$ cat src/rtl/mux_n1_rr_reg.sv
// N:1 registered mux with valid/ready handshakes, fixed or round-robin selection, source tagging.
// Define MUX_PARITY_EN to add the registered out_parity output.
module mux_n1_rr_reg #(
    parameter int WIDTH    = 2,
    parameter int CHANNELS = 4,
    localparam int SEL_W   = $clog2(CHANNELS)
) (
    input  logic                      clk,
    input  logic                      reset,
    input  logic                      mode_rr,
    input  logic [SEL_W-1:0]          selector,
    input  logic [CHANNELS-1:0]       in_valid,
    input  logic [CHANNELS*WIDTH-1:0] in_data,
    output logic [CHANNELS-1:0]       in_ready,
    output logic                      out_valid,
    output logic [WIDTH-1:0]          out_data,
    output logic [SEL_W-1:0]          out_chan,
`ifdef MUX_PARITY_EN
    output logic                      out_parity,
`endif
    input  logic                      out_ready
);

    logic             load_en;
    logic             grant_valid;
    logic [SEL_W-1:0] grant;
    logic [SEL_W-1:0] rr_ptr;
    logic [WIDTH-1:0] grant_data;

    assign load_en = !out_valid || out_ready;

    // Round-robin search walks downward so the candidate closest to rr_ptr is written last and wins.
    always_comb begin
        int idx;
        idx         = 0;
        grant_valid = 1'b0;
        grant       = '0;
        if (!mode_rr) begin
            for (int i = 0; i < CHANNELS; i++) begin
                if (selector == SEL_W'(i) && in_valid[i]) begin
                    grant_valid = 1'b1;
                    grant       = SEL_W'(i);
                end
            end
        end else begin
            for (int k = CHANNELS - 1; k >= 0; k--) begin
                idx = int'(rr_ptr) + k;
                if (idx >= CHANNELS) begin
                    idx = idx - CHANNELS;
                end
                if (in_valid[idx]) begin
                    grant_valid = 1'b1;
                    grant       = SEL_W'(idx);
                end
            end
        end
    end

    always_comb begin
        grant_data = '0;
        in_ready   = '0;
        for (int i = 0; i < CHANNELS; i++) begin
            if (grant == SEL_W'(i)) begin
                grant_data = in_data[i*WIDTH +: WIDTH];
            end
            in_ready[i] = load_en && grant_valid && (grant == SEL_W'(i));
        end
    end

    always_ff @(posedge clk or posedge reset) begin
        if (reset) begin
            out_valid <= 1'b0;
            out_data  <= '0;
            out_chan  <= '0;
            rr_ptr    <= '0;
        end else if (load_en) begin
            out_valid <= grant_valid;
            if (grant_valid) begin
                out_data <= grant_data;
                out_chan <= grant;
                if (mode_rr) begin
                    rr_ptr <= (grant == SEL_W'(CHANNELS - 1)) ? '0 : grant + 1'b1;
                end
            end
        end
    end

`ifdef MUX_PARITY_EN
    // Parity follows out_data exactly, so it also holds while the beat is stalled.
    always_ff @(posedge clk or posedge reset) begin
        if (reset) begin
            out_parity <= 1'b0;
        end else if (load_en && grant_valid) begin
            out_parity <= ^grant_data;
        end
    end
`endif

endmodule

$ cat config.mk
export PLATFORM = sky130hd
export DESIGN_NAME = mux_n1_rr_reg
export DESIGN_NICKNAME = d
export VERILOG_FILES = /design/src/rtl/mux_n1_rr_reg.sv
export SDC_FILE = /design/constraint.sdc
export NUM_CORES = 1
export LEC_CHECK = 0
export BUFFER_PORTS_ARGS = -buffer_cell sky130_fd_sc_hd__buf_4
export CORE_UTILIZATION = 23
export DETAILED_ROUTE_END_ITERATION = 8
export HOLD_SLACK_MARGIN = 0.02
export PLACE_DENSITY = 0.46
export SLEW_MARGIN = 40
export SYNTH_ARGS = -nofsm -noshare
export SYNTH_HDL_FRONTEND = slang
export SYNTH_SLANG_ARGS = --single-unit
$ cat constraint.sdc
create_clock -name clk -period 2.6 [get_ports clk]
set_clock_uncertainty 0.15 [all_clocks]
set_input_delay 0.26 -clock clk [delete_from_list [all_inputs] [get_ports clk]]
set_output_delay 0.26 -clock clk [all_outputs]
set_load 0.005 [all_outputs]
; Word-level counts from Yosys, hierarchy flattened
; Cells that the tools add are included.
[op_classes]
addsub = 8
magnitude_cmp = 8
eq_ne = 6
muxes = 42
reduce_logical = 15
[ops]
columns = cell, count
row1 = $mux W32, 8
row2 = $lt A32 B4 Y1 const B, 4
row3 = $mux W2, 12
row4 = $mux W1, 18
row5 = $sub A3 B3 Y4 const B, 3
row6 = $ge A3 B3 Y1 const B, 3
row7 = $logic_and A1 B1 Y1, 9
row8 = $bmux W1 S2, 4
row9 = $eq A2 B2 Y1 const B, 4
row10 = $add A2 B2 Y3 const B, 2
row11 = $eq A2 B1 Y1 const B, 2
row12 = $logic_not A2 Y1, 2
row13 = $sub A2 B3 Y4 const B, 1
row14 = $add A2 B1 Y3 const B, 1
row15 = $ge A2 B3 Y1 const B, 1
row16 = $reduce_and A3 Y1, 1
row17 = $add A2 B1 Y2 const B, 1
row18 = $reduce_and A2 Y1, 1
row19 = $logic_not A1 Y1, 1
row20 = $logic_or A1 B1 Y1, 1
[totals]
regBits = 7
word_cells = 83

; Depth between registers and ports, before layout
; Gate-level depths: netlist (run 1).
[depth]
depth_word = 17
mapped_depth = 9
mapped_depth_nobuf = 9

; Worst setup path before layout (run 1)
; OpenSTA, ideal clock, no wires.
[synth_path]
kind = input-to-reg
from = input port in_valid[3]
to = register out_data[1]
arrival_time_ps = 1790
required_ps = 2325
path_slack_ps = 535
cell_stages = 9
n_path_buf = 0
cell_sequence = and2b_1 > o21ai_0 > o2111ai_1 > and2_1 > ha_1 > a21oi_1 > o21ai_0 > a22o_1 > mux2_4
[synth_via]
elab_chain_len = 13
elab_cells_between_ends = 34
cone_classes = eq/ne (3) / mux (28) / reduce/logical (3)
[synth_lines]
columns = item, line
row1 = start: declaration, 12  ; input logic [CHANNELS-1:0] in_valid,
row2 = $bmux W1 S2, 51  ; if (in_valid[idx]) begin
row3 = $mux W1 (implied by the code) (2 in series), 51
row4 = $mux W2 (4 in series), 51
row5 = $mux W2, 38  ; if (!mode_rr) begin
row6 = $logic_not A2 Y1, 63  ; if (grant == SEL_W'(i)) begin
row7 = $mux W2 (4 in series), 63
row8 = end signal: assignment, 79  ; out_data <= grant_data;
row9 = end: declaration, 16  ; output logic [WIDTH-1:0] out_data,
; Several ways; a longest one is shown, not always the timed one. The select of a mux whose other input is x is not followed.
; A chain may end at the register's enable or synchronous reset.

; Final worst setup path (run 1)
[layout_path]
from = register rr_ptr[1]
to = output port in_ready[1]
[layout_via]
elab_chain_len = 14
elab_cells_between_ends = 44
cone_classes = add/sub (7) / order compare (4) / eq/ne (1) / mux (30) / reduce/logical (2)
[layout_lines]
columns = item, line
row1 = start: declaration, 27  ; logic [SEL_W-1:0] rr_ptr;
row2 = start signal: assignment, 82  ; rr_ptr <= (grant == SEL_W'(CHANNELS - 1)) ? '0 : grant + 1'b1;
row3 = $add A2 B2 Y3, 47  ; idx = int'(rr_ptr) + k;
row4 = $sub A3 B3 Y4 or $ge A3 B3 Y1 (tied branches), "49, 48"
row5 = $mux W32, 48  ; if (idx >= CHANNELS) begin
row6 = $mux W32, 38
row7 = $bmux W1 S2, 51
row8 = $mux W1 (implied by the code) (2 in series), 51
row9 = $mux W2 (3 in series), 51
row10 = $mux W2 (*), 51
row11 = $mux W2 (*), 38
row12 = named net grant[1], 26  ; logic [SEL_W-1:0] grant;
row13 = $eq A2 B1 Y1 (*), 66  ; in_ready[i] = load_en && grant_valid && (grant == SEL_W'(i));
row14 = $logic_and A1 B1 Y1 (*), 66
row15 = end: declaration, 14  ; output logic [CHANNELS-1:0] in_ready,
; Mark *: on every way through the listed nets, which the timed path passes. The rest lies on a longest branch. The select of a mux whose other input is x is not followed.

==> impl_metrics.py, run 1 <==
metrics = {
    "routing": {
        "drc_errors": 0,
        "wirelength_um": 1470,
        "drtAntennaViolNets": 0,
        "via_count": 592,
        "first_pass_iters": 4,
        "initialDrtViolationCount": 7,
        "vias_per_cell": 4.70,
        "wl_per_cell_um": 11.7,
    },
    "layout": {
        "diodes": 0,
        "fin_cells": 126,
        "fillCellCount": 273,
        "syn_to_final_growth_pct": 42.2,
        "drive_gt1_frac": 0.417,
        "finalNetCount": 119,
    },
    "place": {
        "dp_hpwl_um": 1230,
        "io_buffers": 26,
        "place.gp.congestion": 0.731,
        "post-place-ws_ns": 0.269,
        "placed_cells": 121,
    },
    "power_and_ir_drop": {
        "peakVddDrop_mv": 0.298,
        "power.density_mw_per_mm2": 633,
        "power.leakage_nw": 0.440,
    },
    "critical_path": {
        "worstSetupStartpoint": "rr_ptr[1]$_DFFE_PP0P_",
        "cp.arrival_ns": 1.87,
        "critPathLaunchType": "register",
        "reg2reg_from": "rr_ptr[0]$_DFFE_PP0P_",
        "cpPeakStageDelay_ns": 0.43,
        "crit_type": "reg2out",
        "crit_path_end_kind": "primary output",
        "cpMaxStageDelayCell": "dfrtp_1",
        "worstPathRequired_ns": 2.19,
        "path_cells": "nand2_1, a211o_1, a31o_2, inv_1, ha_1, and3_1, buf_4",
        "worstPathMaxFanout": 6,
    },
    "floorplanning": {
        "die_area_mm2": 0.00294,
        "row_count": 18,
        "pin_count": 27,
        "die_h_um": 54.3,
        "core-area_mm2": 0.00252,
        "start_util": 0.249,
        "die_x_um": 54.3,
    },
    "synth": {
        "ys_seq_area_frac": 0.279,
        "yosys.area.top_type": "dfrtp_1",
        "avgSynthCellArea_um2": 9.52,
        "yosysWarnings": 0,
        "synth_seq_cells": 7,
        "ys_types": 30,
        "synth_area_um2": 628,
        "synth.most_common_cell": "dfrtp_1",
        "syn-num-nets": 88,
        "yosys-top-cells-area": "dfrtp_1 (28%), ha_1 (8.0%), mux2_4 (7.2%), mux2_2 (5.4%), a21oi_1 (4.8%)",
        "synth_top_area_share": 0.279,
        "async_reset_ff_frac": 1.00,
        "synth_top_flop_cell": "dfrtp_1",
        "netlist_instances": 66,
        "synth-edff-count": 0,
        "netlist_top_cells_count": "dfrtp_1 (7), a21oi_1 (6), nand2_1 (5)",
    },
    "sta": {
        "min_period_ns": 2.28,
        "finalSetupViolations": 0,
        "max_freq_ghz": 0.438,
        "finalHoldViolCount": 0,
        "rsz0062_at_grt": "false",
        "fin_crit_sh": 0.877,
        "holdWs_ns": 0.207,
        "slew_violations": 0,
        "setup_slack_ns": 0.319,
        "relSlewSlack": 0.761,
        "worst_pin_slew_ns": 0.355,
        "final.setup.tns_ns": 0,
    },
    "cts": {
        "cts_buffers": 3,
        "cts_setup_buffers": 0,
        "clock_path_buffers": 2,
        "insertion_delay_ns": 0.25,
        "cts.sinks": 7,
        "cts_tree": "yes",
        "cts-root-buf": "clkbuf_4",
        "clkTransAtPathRegs_ns": 0.06,
        "htree_levels": 1,
    },
    "min_path": {
        "min_path_type": "in2reg",
        "min_from": "mode_rr",
    },
    "global_route": {
        "track_usage": 0.119,
        "first_global_vias": 554,
        "grt_start_max_net_pins": 10,
        "grt_pass1_wl_um": 2440,
        "grt_antenna_before_repair": 0,
        "grt.overflow.total": 0,
    },
    "job": {
        "maxCapViolCount": 0,
    },
    "status": {
        "run_status": "completed",
    },
}
==> flip-flops by register name, indices dropped and copies added, names as in the netlist <==
register	flops
out_data	2
rr_ptr	2
out_chan	2
out_valid	1
==> layout by cell type, fill, tap and decap left out <==
cell / Yosys / layout
nor2_4: 1 / 1
mux2i_1: 1 / 1
buf_4: 0 / 26
mux2_4: 3 / 3
o2111ai_1: 1 / 1
or2_1: 1 / 1
and3_1: 4 / 4
o21ai_0: 3 / 3
nor3_4: 1 / 1
nand3b_1: 1 / 1
dfrtp_1: 7 / 7
nor2_1: 1 / 1
a31o_2: 1 / 1
nor3b_1: 1 / 1
dlygate4sd3_1: 0 / 1
a22o_1: 2 / 2
or2_2: 1 / 1
and2b_1: 2 / 2
nand2_1: 5 / 5
a21oi_1: 6 / 6
and2_1: 2 / 2
clkbuf_4: 0 / 3
o211ai_1: 1 / 1
mux2_2: 3 / 3
nor2b_1: 3 / 3
nor4_1: 1 / 1
ha_1: 4 / 4
o21bai_1: 2 / 2
a31oi_1: 1 / 1
mux4_2: 1 / 1
a211o_1: 1 / 1
inv_1: 4 / 4
clkbuf_1: 1 / 1
==> cell families (layout without fill, tap and decap cells) <==
kind of cell,Yosys count,count (layout),share of synthesized area
AND/OR/NAND/NOR,24,24,0.247
AO/OA/AOI/OAI,18,18,0.187
multiplexers,8,8,0.177
flip-flops,7,7,0.279
buffers and inverters,5,35,0.0299
adder cells (fa/ha/maj),4,4,0.0797
==> worst max-delay path, delay by kind of cell, from the launching register on <==
family          cells  cell delay, ns
compound gates      2            0.53
simple gates        2            0.24
buf+inv             2            0.19
fa+ha+maj           1            0.22
flops               1            0.43
==> where the power goes <==
part           internal (mW)  switching, mW  total, mW
logic                  0.166          0.111      0.277
clock network         0.0588         0.0441      0.103
registers              0.151         0.0351      0.186
total                  0.375          0.190      0.565
==> worst paths after layout <==
check	to	slack, ns	depth (start not counted)
worst min-delay path	out_valid$_DFFE_PP0N_	0.21	3
max in group asynchronous	rr_ptr[1]$_DFFE_PP0P_	1.73	3
worst min register to register	out_data[1]$_DFFE_PP0N_	0.37	1
worst max-delay path	in_ready[1]	0.32	7
worst max register to register	out_data[0]$_DFFE_PP0N_	0.35	9
min in group asynchronous	out_data[0]$_DFFE_PP0N_	0.35	3
==> metrics by stage <==
step / total power [mW] / util / area (um2)
detailed placement: 0.467 / 0.340 / 857
floorplan: 0.352 / - / 628
global route: 0.626 / 0.354 / 893
global placement: 0.469 / 0.340 / 857
CTS: 0.574 / 0.354 / 893
finish: 0.565 / 0.354 / 893
==> area by class of cell <==
class                           count  area (um2)  area share
Multi-Input combinational cell     54         434       0.486
Tap cell                           30        37.5      0.0420
Timing Repair Buffer               27         205       0.230
Sequential cell                     7         175       0.196
Inverter                            4        15.0      0.0168
Clock buffer                        4        26.3      0.0294
==> routing by layer <==
metal	track usage	wire (um)	share of wire
met1	0.155	731	0.50
met2	0.183	667	0.45
met5	0	0	0
met3	0.0333	70	0.048
met4	0.0513	0	0
==> what timing repair did <==
item	CTS	global route
hold endpoints to repair	7	0
hold buffers	1	0
gates resized for setup	0	0
(Power assumes the default switching activity.)
==> run 2, diff against run 1 <==
--- a/config.mk
+++ b/config.mk
@@ -10,6 +10,7 @@
 export DETAILED_ROUTE_END_ITERATION = 8
 export HOLD_SLACK_MARGIN = 0.02
 export PLACE_DENSITY = 0.46
+export RECOVER_POWER = 50
 export SLEW_MARGIN = 40
 export SYNTH_ARGS = -nofsm -noshare
 export SYNTH_HDL_FRONTEND = slang
==> impl_metrics.py, run 2 (synthesized netlist as in run 1, its figures left out) <==
metrics = {
    "layout": {
        "syn_to_final_growth_pct": 41.6,
        "drive_gt1_frac": 0.406,
        "diodes": 0,
        "reg_top3": "out_chan x2, out_data x2, rr_ptr x2",
        "seqCellArea_um2": 175,
        "finalNetCount": 119,
        "final_common_cell": "buf_4",
        "mostFrequentLayoutCells": "buf_4 (22), dfrtp_1 (7), a21oi_1 (6), clkbuf_4 (6), nand2_1 (5)",
        "fillCellCount": 275,
        "multi_input_area_um2": 434,
    },
    "sta": {
        "rsz0062_at_grt": "false",
        "max_freq_ghz": 0.438,
        "relSlewSlack": 0.754,
        "finalSetupViolations": 0,
        "worst_pin_slew_ns": 0.366,
        "min_period_ns": 2.28,
        "setup_slack_ns": 0.319,
        "finalHoldViolCount": 0,
        "final.setup.tns_ns": 0,
        "slew_violations": 0,
        "fin_crit_sh": 0.877,
    },
    "routing": {
        "drc_errors": 0,
        "drtAntennaViolNets": 0,
        "initialDrtViolationCount": 7,
        "via_count": 592,
        "wl_per_cell_um": 11.7,
        "wirelength_um": 1470,
        "first_pass_iters": 4,
        "vias_per_cell": 4.70,
    },
    "power_and_ir_drop": {
        "power.density_mw_per_mm2": 628,
        "power.leakage_nw": 0.435,
        "peakVddDrop_mv": 0.272,
    },
    "floorplanning": {
        "core-area_mm2": 0.00252,
        "die_area_mm2": 0.00294,
        "start_util": 0.249,
        "die_x_um": 54.3,
        "die_h_um": 54.3,
        "pin_count": 27,
        "row_count": 18,
    },
    "cts": {
        "cts-root-buf": "clkbuf_4",
        "cts_hold_buf": 1,
        "cts.sinks": 7,
        "cts_tree": "yes",
        "cts_buffers": 3,
        "insertion_delay_ns": 0.25,
        "cts.repair.resized": 0,
        "clock_path_buffers": 2,
        "htree_levels": 1,
        "clkTransAtPathRegs_ns": 0.06,
        "cts_setup_buffers": 0,
    },
    "place": {
        "io_buffers": 26,
        "dp_hpwl_um": 1230,
        "place.gp.congestion": 0.731,
        "post-place-ws_ns": 0.269,
    },
    "min_path": {
        "min_path_type": "in2reg",
    },
    "status": {
        "run_status": "completed",
    },
    "global_route": {
        "grt.overflow.total": 0,
        "grt_pass1_wl_um": 2440,
        "track_usage": 0.119,
        "grt_start_max_net_pins": 10,
        "grt_antenna_before_repair": 0,
        "first_global_vias": 554,
    },
    "critical_path": {
        "worstPathRequired_ns": 2.19,
        "ff2ff_setup_slack_ns": 0.35,
        "crit_path_end_kind": "primary output",
        "critPathLaunchType": "register",
        "crit_type": "reg2out",
        "cp.arrival_ns": 1.87,
        "worstPathMaxFanout": 6,
    },
    "job": {
        "maxCapViolCount": 0,
    },
}
-- run 2: cell types whose count changed in the layout (fill, tap and decap cells not counted), sizes merged --
cell | before | now
buf | 26 | 22
clkbuf | 4 | 8
-- run 2: critical path: stages, from the launching register on --
cell	delay, ns
dfrtp_1	0.43
nand2_1	0.07
a211o_1	0.25
a31o_2	0.28
inv_1	0.08
ha_1	0.22
and3_1	0.17
buf_4	0.11
-- run 2: layer usage --
layer,share of wire,vias up,global-route usage
met5,0,-,0
met4,0,0,0.0513
met3,0.048,0,0.0333
met2,0.45,15,0.183
met1,0.50,271,0.155
li1,-,306,-
-- run 2: report_power, final --
| part | total [mW] | switching [mW] | internal, mW |
|---|---|---|---|
| Clock | 0.103 | 0.0441 | 0.0588 |
| Sequential | 0.185 | 0.0347 | 0.151 |
| Combinational | 0.270 | 0.111 | 0.159 |
| Total | 0.558 | 0.190 | 0.368 |
-- run 2: final timing paths --
check,startpoint,to,depth (start not counted)
setup / recovery,rr_ptr[1]$_DFFE_PP0P_,in_ready[1],7
hold / removal,mode_rr,out_valid$_DFFE_PP0N_,3
setup reg to reg,rr_ptr[0]$_DFFE_PP0P_,out_data[0]$_DFFE_PP0N_,9
min in group asynchronous,reset,out_data[0]$_DFFE_PP0N_,3
hold reg to reg,out_data[1]$_DFFE_PP0N_,out_data[1]$_DFFE_PP0N_,1
max in group asynchronous,reset,rr_ptr[1]$_DFFE_PP0P_,3
-- run 2: stage by stage --
stage               utilization  cell area, um2  cells  total power, mW  hold slack (ns)
global placement          0.340             857    121            0.469           0.0644
global route              0.353             890    126            0.619            0.206
finish                    0.353             890    126            0.558            0.208
detailed placement        0.340             857    121            0.467           0.0696
CTS                       0.354             893    126            0.574            0.205
floorplan                     -             628     66            0.352          -0.0866
-- run 2: cell type report --
cell class / instances / share of cell area
Clock buffer: 4 / 0.0295
Timing Repair Buffer: 27 / 0.226
Sequential cell: 7 / 0.197
Inverter: 4 / 0.0169
Tap cell: 30 / 0.0422
Multi-Input combinational cell: 54 / 0.488
